==> src/rtl/fft_pkg.sv <==
// Shared types for the first FFT butterfly stage sequencer.
// Holds the state encoding, the bit-reversal helper and the sample pair bundle.
package fft_pkg;

  localparam int BW   = 16;
  localparam int BR_W = 16;

  typedef enum logic [1:0] {
    LOAD,
    ISSUE,
    DRAIN
  } state_t;

  typedef struct packed {
    logic [BW-1:0] re1;
    logic [BW-1:0] im1;
    logic [BW-1:0] re2;
    logic [BW-1:0] im2;
  } cpair_t;

  // Reverses the low w bits of a; upper bits come back zero.
  function automatic logic [BR_W-1:0] bitrev(
    input logic [BR_W-1:0] a,
    input int              w
  );
    bitrev = '0;
    for (int i = 0; i < BR_W; i++)
      if (i < w) bitrev[i] = a[w-1-i];
  endfunction

endpackage

==> src/rtl/fft_frame_buf.sv <==
// One-frame complex sample store: one write port, two async read ports.
// Contents survive reset; only the writer's counter is cleared.
module fft_frame_buf #(
  parameter int W  = 16,
  parameter int N  = 8,
  parameter int AW = 3
) (
  input  logic          clk,
  input  logic          we,
  input  logic [AW-1:0] waddr,
  input  logic [W-1:0]  wre,
  input  logic [W-1:0]  wim,
  input  logic [AW-1:0] raddr1,
  input  logic [AW-1:0] raddr2,
  output logic [W-1:0]  rre1,
  output logic [W-1:0]  rim1,
  output logic [W-1:0]  rre2,
  output logic [W-1:0]  rim2
);

  logic [W-1:0] mem_re [N];
  logic [W-1:0] mem_im [N];

  always_ff @(posedge clk) begin
    if (we) begin
      mem_re[waddr] <= wre;
      mem_im[waddr] <= wim;
    end
  end

  assign rre1 = mem_re[raddr1];
  assign rim1 = mem_im[raddr1];
  assign rre2 = mem_re[raddr2];
  assign rim2 = mem_im[raddr2];

endmodule

==> src/rtl/fft_first_stage_sched.sv <==
// Buffers a natural-order frame, feeds bit-reversed pairs to the
// external first-stage butterfly and registers its results downstream.
module fft_first_stage_sched
  import fft_pkg::*;
#(
  parameter int bit_width = 16,
  parameter int N         = 8,
  parameter int LOG2N     = 3
) (
  input  logic                 clk,
  input  logic                 rst,
  input  logic [bit_width-1:0] s_re,
  input  logic [bit_width-1:0] s_im,
  input  logic                 s_valid,
  input  logic                 s_last,
  output logic                 s_ready,
  output logic [bit_width-1:0] bf_re_i1,
  output logic [bit_width-1:0] bf_im_i1,
  output logic [bit_width-1:0] bf_re_i2,
  output logic [bit_width-1:0] bf_im_i2,
  output logic                 bf_en,
  input  logic [bit_width-1:0] bf_re_o1,
  input  logic [bit_width-1:0] bf_im_o1,
  input  logic [bit_width-1:0] bf_re_o2,
  input  logic [bit_width-1:0] bf_im_o2,
  input  logic                 bf_out_valid,
  output logic [bit_width-1:0] m_re1,
  output logic [bit_width-1:0] m_im1,
  output logic [bit_width-1:0] m_re2,
  output logic [bit_width-1:0] m_im2,
  output logic [LOG2N-2:0]     m_idx,
  output logic                 m_valid,
  output logic                 m_last,
  input  logic                 m_ready,
  output logic                 err
);

  localparam logic [LOG2N-1:0] WR_LAST = LOG2N'(N-1);
  localparam logic [LOG2N-2:0] P_LAST  = (LOG2N-1)'(N/2-1);

  state_t           state, state_n;
  logic [LOG2N-1:0] wr_cnt, wr_cnt_n;
  logic [LOG2N-2:0] p, p_n;
  logic [LOG2N-1:0] a1, a2;
  logic             accept, cap, err_n;
  cpair_t           m_q, bf_res;

  // bf_out_valid mirrors bf_en by contract and carries no extra info.
  logic unused_bf_valid;
  assign unused_bf_valid = bf_out_valid;

  assign s_ready = (state == LOAD) && !rst;
  assign accept  = s_valid && s_ready;
  assign bf_en   = (state == ISSUE) && (!m_valid || m_ready);

  assign a1 = LOG2N'(bitrev(BR_W'({p, 1'b0}), LOG2N));
  assign a2 = LOG2N'(bitrev(BR_W'({p, 1'b1}), LOG2N));

  fft_frame_buf #(
    .W (bit_width),
    .N (N),
    .AW(LOG2N)
  ) u_buf (
    .clk   (clk),
    .we    (accept),
    .waddr (wr_cnt),
    .wre   (s_re),
    .wim   (s_im),
    .raddr1(a1),
    .raddr2(a2),
    .rre1  (bf_re_i1),
    .rim1  (bf_im_i1),
    .rre2  (bf_re_i2),
    .rim2  (bf_im_i2)
  );

  assign bf_res = '{re1: bf_re_o1, im1: bf_im_o1,
                    re2: bf_re_o2, im2: bf_im_o2};

  always_comb begin
    state_n  = state;
    wr_cnt_n = wr_cnt;
    p_n      = p;
    err_n    = 1'b0;
    cap      = 1'b0;
    unique case (1'b1)
      (state == LOAD): begin
        if (accept) begin
          if (wr_cnt == WR_LAST) begin
            state_n  = ISSUE;
            wr_cnt_n = '0;
            err_n    = !s_last;
          end else if (s_last) begin
            wr_cnt_n = '0;
            err_n    = 1'b1;
          end else begin
            wr_cnt_n = wr_cnt + 1'b1;
          end
        end
      end
      (state == ISSUE): begin
        if (bf_en) begin
          cap = 1'b1;
          if (p == P_LAST) begin
            p_n     = '0;
            state_n = DRAIN;
          end else begin
            p_n = p + 1'b1;
          end
        end
      end
      (state == DRAIN): begin
        if (m_valid && m_ready) state_n = LOAD;
      end
      default: state_n = LOAD;
    endcase
  end

  always_ff @(posedge clk) begin
    if (rst) begin
      state   <= LOAD;
      wr_cnt  <= '0;
      p       <= '0;
      err     <= 1'b0;
      m_valid <= 1'b0;
      m_last  <= 1'b0;
      m_idx   <= '0;
      m_q     <= '0;
    end else begin
      state  <= state_n;
      wr_cnt <= wr_cnt_n;
      p      <= p_n;
      err    <= err_n;
      if (cap) begin
        m_q     <= bf_res;
        m_valid <= 1'b1;
        m_idx   <= p;
        m_last  <= (p == P_LAST);
      end else if (m_valid && m_ready) begin
        m_valid <= 1'b0;
      end
    end
  end

  assign m_re1 = m_q.re1;
  assign m_im1 = m_q.im1;
  assign m_re2 = m_q.re2;
  assign m_im2 = m_q.im2;

endmodule

==> config.mk <==
export PLATFORM = sky130hd
export DESIGN_NAME = fft_first_stage_sched
export DESIGN_NICKNAME = d
export VERILOG_FILES = /design/src/rtl/fft_pkg.sv /design/src/rtl/fft_frame_buf.sv /design/src/rtl/fft_first_stage_sched.sv
export SDC_FILE = /design/constraint.sdc
export NUM_CORES = 1
export LEC_CHECK = 0
export ABC_AREA = 1
export CAP_MARGIN = 10
export CORE_MARGIN = 5
export CORE_UTILIZATION = 56
export CTS_CLUSTER_DIAMETER = 200
export CTS_CLUSTER_SIZE = 24
export DETAILED_ROUTE_END_ITERATION = 10
export GPL_TIMING_DRIVEN = 1
export PLACE_DENSITY_LB_ADDON = 0.25
export SLEW_MARGIN = 0
export SYNTH_ARGS = -nofsm -noshare
export SYNTH_HDL_FRONTEND = slang
export SYNTH_SLANG_ARGS = --single-unit
==> constraint.sdc <==
create_clock -name clk -period 8 [get_ports clk]
set_input_delay 0.8 -clock clk [delete_from_list [all_inputs] [get_ports clk]]
set_output_delay 0.8 -clock clk [all_outputs]
set_load 0.01 [all_outputs]
# --- Word level (Yosys, flattened, before mapping) ---
# Memory sizes are Yosys's and may differ from the RTL's. A register that Yosys moved wholly into a read port is not among the register bits.
# Index checks and enable logic that the tools add are counted.
totals:
  reg_bits: 76
  latch_bits: 0
  ram_bits: 256
  romBits: 0
  out_inout_bits: 135
  wordCells: 65
  n_memories: 2
memory_table:
  columns: ["name", "words", "width", "rd", "rd_ports_with_merged_regs", "wr", "line", "source"]
  rows:
  - ["u_buf.mem_im", 8, 16, 2, 2, 1, "fft_frame_buf.sv:22", "logic [W-1:0] mem_im [N];"]
  - ["u_buf.mem_re", 8, 16, 2, 2, 1, "fft_frame_buf.sv:21", "logic [W-1:0] mem_re [N];"]
op_classes:
  add_sub_neg: 2
  mul: 0
  div_mod_pow: 0
  order_cmp: 0
  n_eq_ne: 9
  shifts: 0
  n_mux: 25
  n_bitwise: 2
  reduce_logical: 14
op_table:
  columns: ["op", "count"]
  rows:
  - ["$mux W3", 10]
  - ["$mux W2", 6]
  - ["$mux W1", 8]
  - ["$ne A2 B1 Y1 const B", 3]
  - ["$pmux W2 S3", 1]
  - ["$reduce_and A5 Y1", 1]
  - ["$eq A2 B2 Y1 const B", 2]
  - ["$logic_and A1 B1 Y1", 4]
  - ["$ne A2 B2 Y1 const B", 2]
  - ["$reduce_and A2 Y1", 2]
  - ["$add A3 B1 Y3 const B", 1]
  - ["$eq A3 B3 Y1 const B", 1]
  - ["$logic_not A1 Y1", 3]
  - ["$reduce_or A3 Y1", 1]
  - ["$add A2 B1 Y2 const B", 1]
  - ["$eq A2 B1 Y1 const B", 1]
  - ["$logic_not A2 Y1", 1]
  - ["$not A1 Y1", 2]
  - ["$reduce_bool A2 Y1", 1]
  - ["$logic_or A1 B1 Y1", 1]

# --- Logic depth before layout (Yosys ltp) ---
depth:
  word_depth: 6
  ltp_mapped: 7
  mapped_depth_nobuf: 5

# --- Modules after synthesis ---
# From an unflattened synthesis, not the netlist that was laid out.
hier_totals:
  hier_cells: 2148
  hier_area_um2: 16868.7
modules_own_cells:
  columns: ["module", "instances", "cells_each", "area_per_inst_um2", "seq_area_each_um2"]
  rows:
  - ["fft_frame_buf", 1, 1719, 13679.4, 7687.4]
  - ["fft_first_stage_sched", 1, 429, 3189.3, 1521.5]

# --- Worst setup path after synthesis ---
# OpenSTA, ideal clock, no wires.
synth_timing:
  kind: "input -> register"
  from: "in rst"
  to: "mem u_buf.mem_im[1][0] (enable)"
  setup_ns: 0.421
  arrival_ns: 2.732
  setup_slack_ns: 4.847
  cell_stages: 6
  cell_sequence: "buf_2 inv_2 nand3_2 inv_1 nand2_1 nor2_1"
synth_between:
  elab_chain_cells: 5
synth_rtl:
  columns: ["item", "line", "source"]
  rows:
  - ["start, declared", "fft_first_stage_sched.sv:11", "input logic rst,"]
  - ["$logic_not A1 Y1", "fft_first_stage_sched.sv:52", "assign s_ready = (state == LOAD) && !rst;"]
  - ["$logic_and A1 B1 Y1", "fft_first_stage_sched.sv:52", null]
  - ["$logic_and A1 B1 Y1", "fft_first_stage_sched.sv:53", "assign accept = s_valid && s_ready;"]
  - ["$mux W1", "fft_frame_buf.sv:25", "if (we) begin"]
  - ["$mux W1 (implied by the code)", "fft_frame_buf.sv:27", "mem_im[waddr] <= wim;"]
  - ["end, declared", "fft_frame_buf.sv:22", null]
# Every way passes these cells.

==> out/qor.yml <==
status:
  outcome: "finished clean"
floorplan:
  core.rowCount: 54
  num_io_pins: 237
  start_util: 0.567
  die_area_sq_um: 25100
  fp.dieW_microns: 158
  core_sq_um: 21800
  die_h_microns: 158
yosys:
  synth_seq_cells: 334
  synth-edff-count: 256
  synthesis.nets: 1094
  synth_seq_area_share: 0.750
  synth_area_leaders: "edfxtp_1 62%, dfxtp_1 13%, nor2_1 8.4%"
  ys.flop_type: "edfxtp_1"
  syn_inst: 989
  yosysTopAreaCell: "edfxtp_1"
  ys_async_sr_fraction: 0
  netlist_area_sq_um: 12300
  synth.most_common_cell: "nor2_1"
  syn_avg_cell_area_sq_um: 12.5
  ys_types: 28
  synth_top_area_share: 0.623
  yosysWarnings: 0
  yosys-top-cells-count: "275 x nor2_1, 256 x edfxtp_1, 154 x o21ai_0"
final_layout:
  fin_nets: 1292
  drive_gt1_frac: 0.0434
  fin_cells: 1477
  area_growth_pct: 23.9
  antenna_cells: 0
sta:
  fin_setup_tns_ns: 0
  skew_ns: 0.00965
  report.final.slew_viol_count: 0
  tightest_slew_ns: 1.22
  relSlewSlack: 0.184
  fmax_mhz: 244
  period_minus_slack_ns: 4.11
  setup_viol_count_final: 0
  finalCritPeriodShare: 0.513
  fin_ws_ns: 3.89
  grt_setup_unrepaired: "false"
  report.final.hold_viol_count: 0
drt:
  ant_nets: 0
  wl_met3_mm: 2.79
  drc_errors: 0
  met2_wirelength_mm: 13.7
  vias: 8175
  top_layer: "met4"
  routed_via_density: 5.53
  first_iter_violations: 438
  drt_wl_total_mm: 27.6
  first_pass_iters: 5
  m1WireLength_mm: 10.7
  wl_per_cell_microns: 18.7
pwr:
  p_clk_frac: 0.310
  p_leak_uw: 0.00504
  peakVddDrop_uv: 143
  pwr-share-seq: 0.644
  netSwitchingFraction: 0.192
  p_per_area_nw_per_um2: 192
  p_sw_uw: 563
  internal-power_uw: 2370
  combPwrFrac: 0.047
clocking:
  cts-htree-levels: 1
  cts_resized: 0
  cts_root_buf: "clkbuf_16"
  cts_setup_buffers: 0
  cts_tree: "yes"
  numCtsBuffers: 17
  insertion_delay_ns: 0.50
  clock_sinks: 334
  clk_pin_slew_worst_paths_ns: 0.09
  hold_buffers: 0
  clock_path_buffers: 3
placed_design:
  place.gp.congestion: 0.780
  placedCellCount: 1448
  dp_slack_ns: 3.69
  dp_hpwl_mm: 16.5
  port_buffers: 235
setup_path:
  endpoint_kind: "primary output"
  cp_data_arrival_time_ns: 3.31
  crit_fanout: 76
  setup.worst_path.class: "register to primary output"
  start_kind: "register"
  required_ns: 7.20
job:
  drv_cap: 0
global_route:
  grt_pass1_vias: 7998
  grt_max_degree: 79
  antenna_found_initial: 0
  track_usage: 0.218
  grt_pass1_wl_mm: 42.5
  gr-total-overflow: 0
hold_path:
  hp-class: "register to register"
## power by group through the flow
stage	sequential (uW)	clock [uW]	combinational, uW
floorplan	1930	0	38.6
global placement	1930	0	136
detailed placement	1930	0	138
CTS	1890	927	139
global route	1890	999	149
finish	1890	907	137
## registers in the layout (all words and copies together), names as in the netlist, named ones only
| name | cells |
|---|---|
| err | 1 |
| m_idx | 2 |
| m_re1 | 16 |
| state | 2 |
| u_buf.mem_im | 128 |
| p | 2 |
| wr_cnt | 3 |
| m_last | 1 |
| m_im1 | 16 |
| m_valid | 1 |
| m_im2 | 16 |
| m_re2 | 16 |
| u_buf.mem_re | 128 |
## cell usage in the layout, fill, tap and decap left out, drive strengths merged
master,instances
nand4,2
o22ai,64
nor2,277
a21oi,7
clkdlybuf4s50,235
buf,7
edfxtp,256
nand2,25
nor3,1
ha,3
nand3,2
dfxtp,78
a31oi,1
inv,14
clkbuf,29
o21ai,195
nor3b,1
## final timing paths
check / startpoint / cells past startpoint / to / slack, ns
worst max register to register: state[1] / 5 / u_buf.mem_re[4][0] / 5.44
worst max-delay path: register / 5 / bf_im_i1[15] / 3.89
worst min-delay path: m_re2[8] / 2 / m_re2[8] / 0.49
worst min register to register: m_re2[8] / 2 / m_re2[8] / 0.49
## area by class of cell
class	instances	area [sq um]
clock buffer	29	480
fill	1491	6470
inverter	14	55.1
multi-input combinational	578	2740
sequential	334	9250
tap	280	350
timing repair buffer	242	2400
## through the flow
stage	instance area [sq um]	power, uW	hold WS [ns]	utilization
final	15300	2930	0.485	0.702
after global routing	15300	3040	0.514	0.702
after CTS	15300	2950	0.492	0.702
after detailed placement	14800	2060	0.472	0.680
after global placement	14800	2060	0.460	0.680
after floorplan	12300	1960	0.473	-
## critical path, stage by stage (launching register included)
cell and delay (ns):
dfxtp_4 0.52, inv_4 0.48, buf_4 0.69, o21ai_0 0.16, o22ai_1 0.29, clkdlybuf4s50_1 0.61
## kinds of logic (layout without fill, tap and decap cells)
kind of cell,Yosys count,count (layout),share of synthesized area
fa+ha+maj,3,3,0.00304
simple gates,308,308,0.0978
flops,334,334,0.750
buf+inv,77,285,0.0334
compound gates,267,267,0.116
## per-layer routing
layer,GRT usage,vias up
li1,-,3919
met4,0.0443,0
met2,0.374,318
met1,0.277,3904
met5,0,-
met3,0.0674,34
Note: power is estimated with default switching activity, not from simulation.
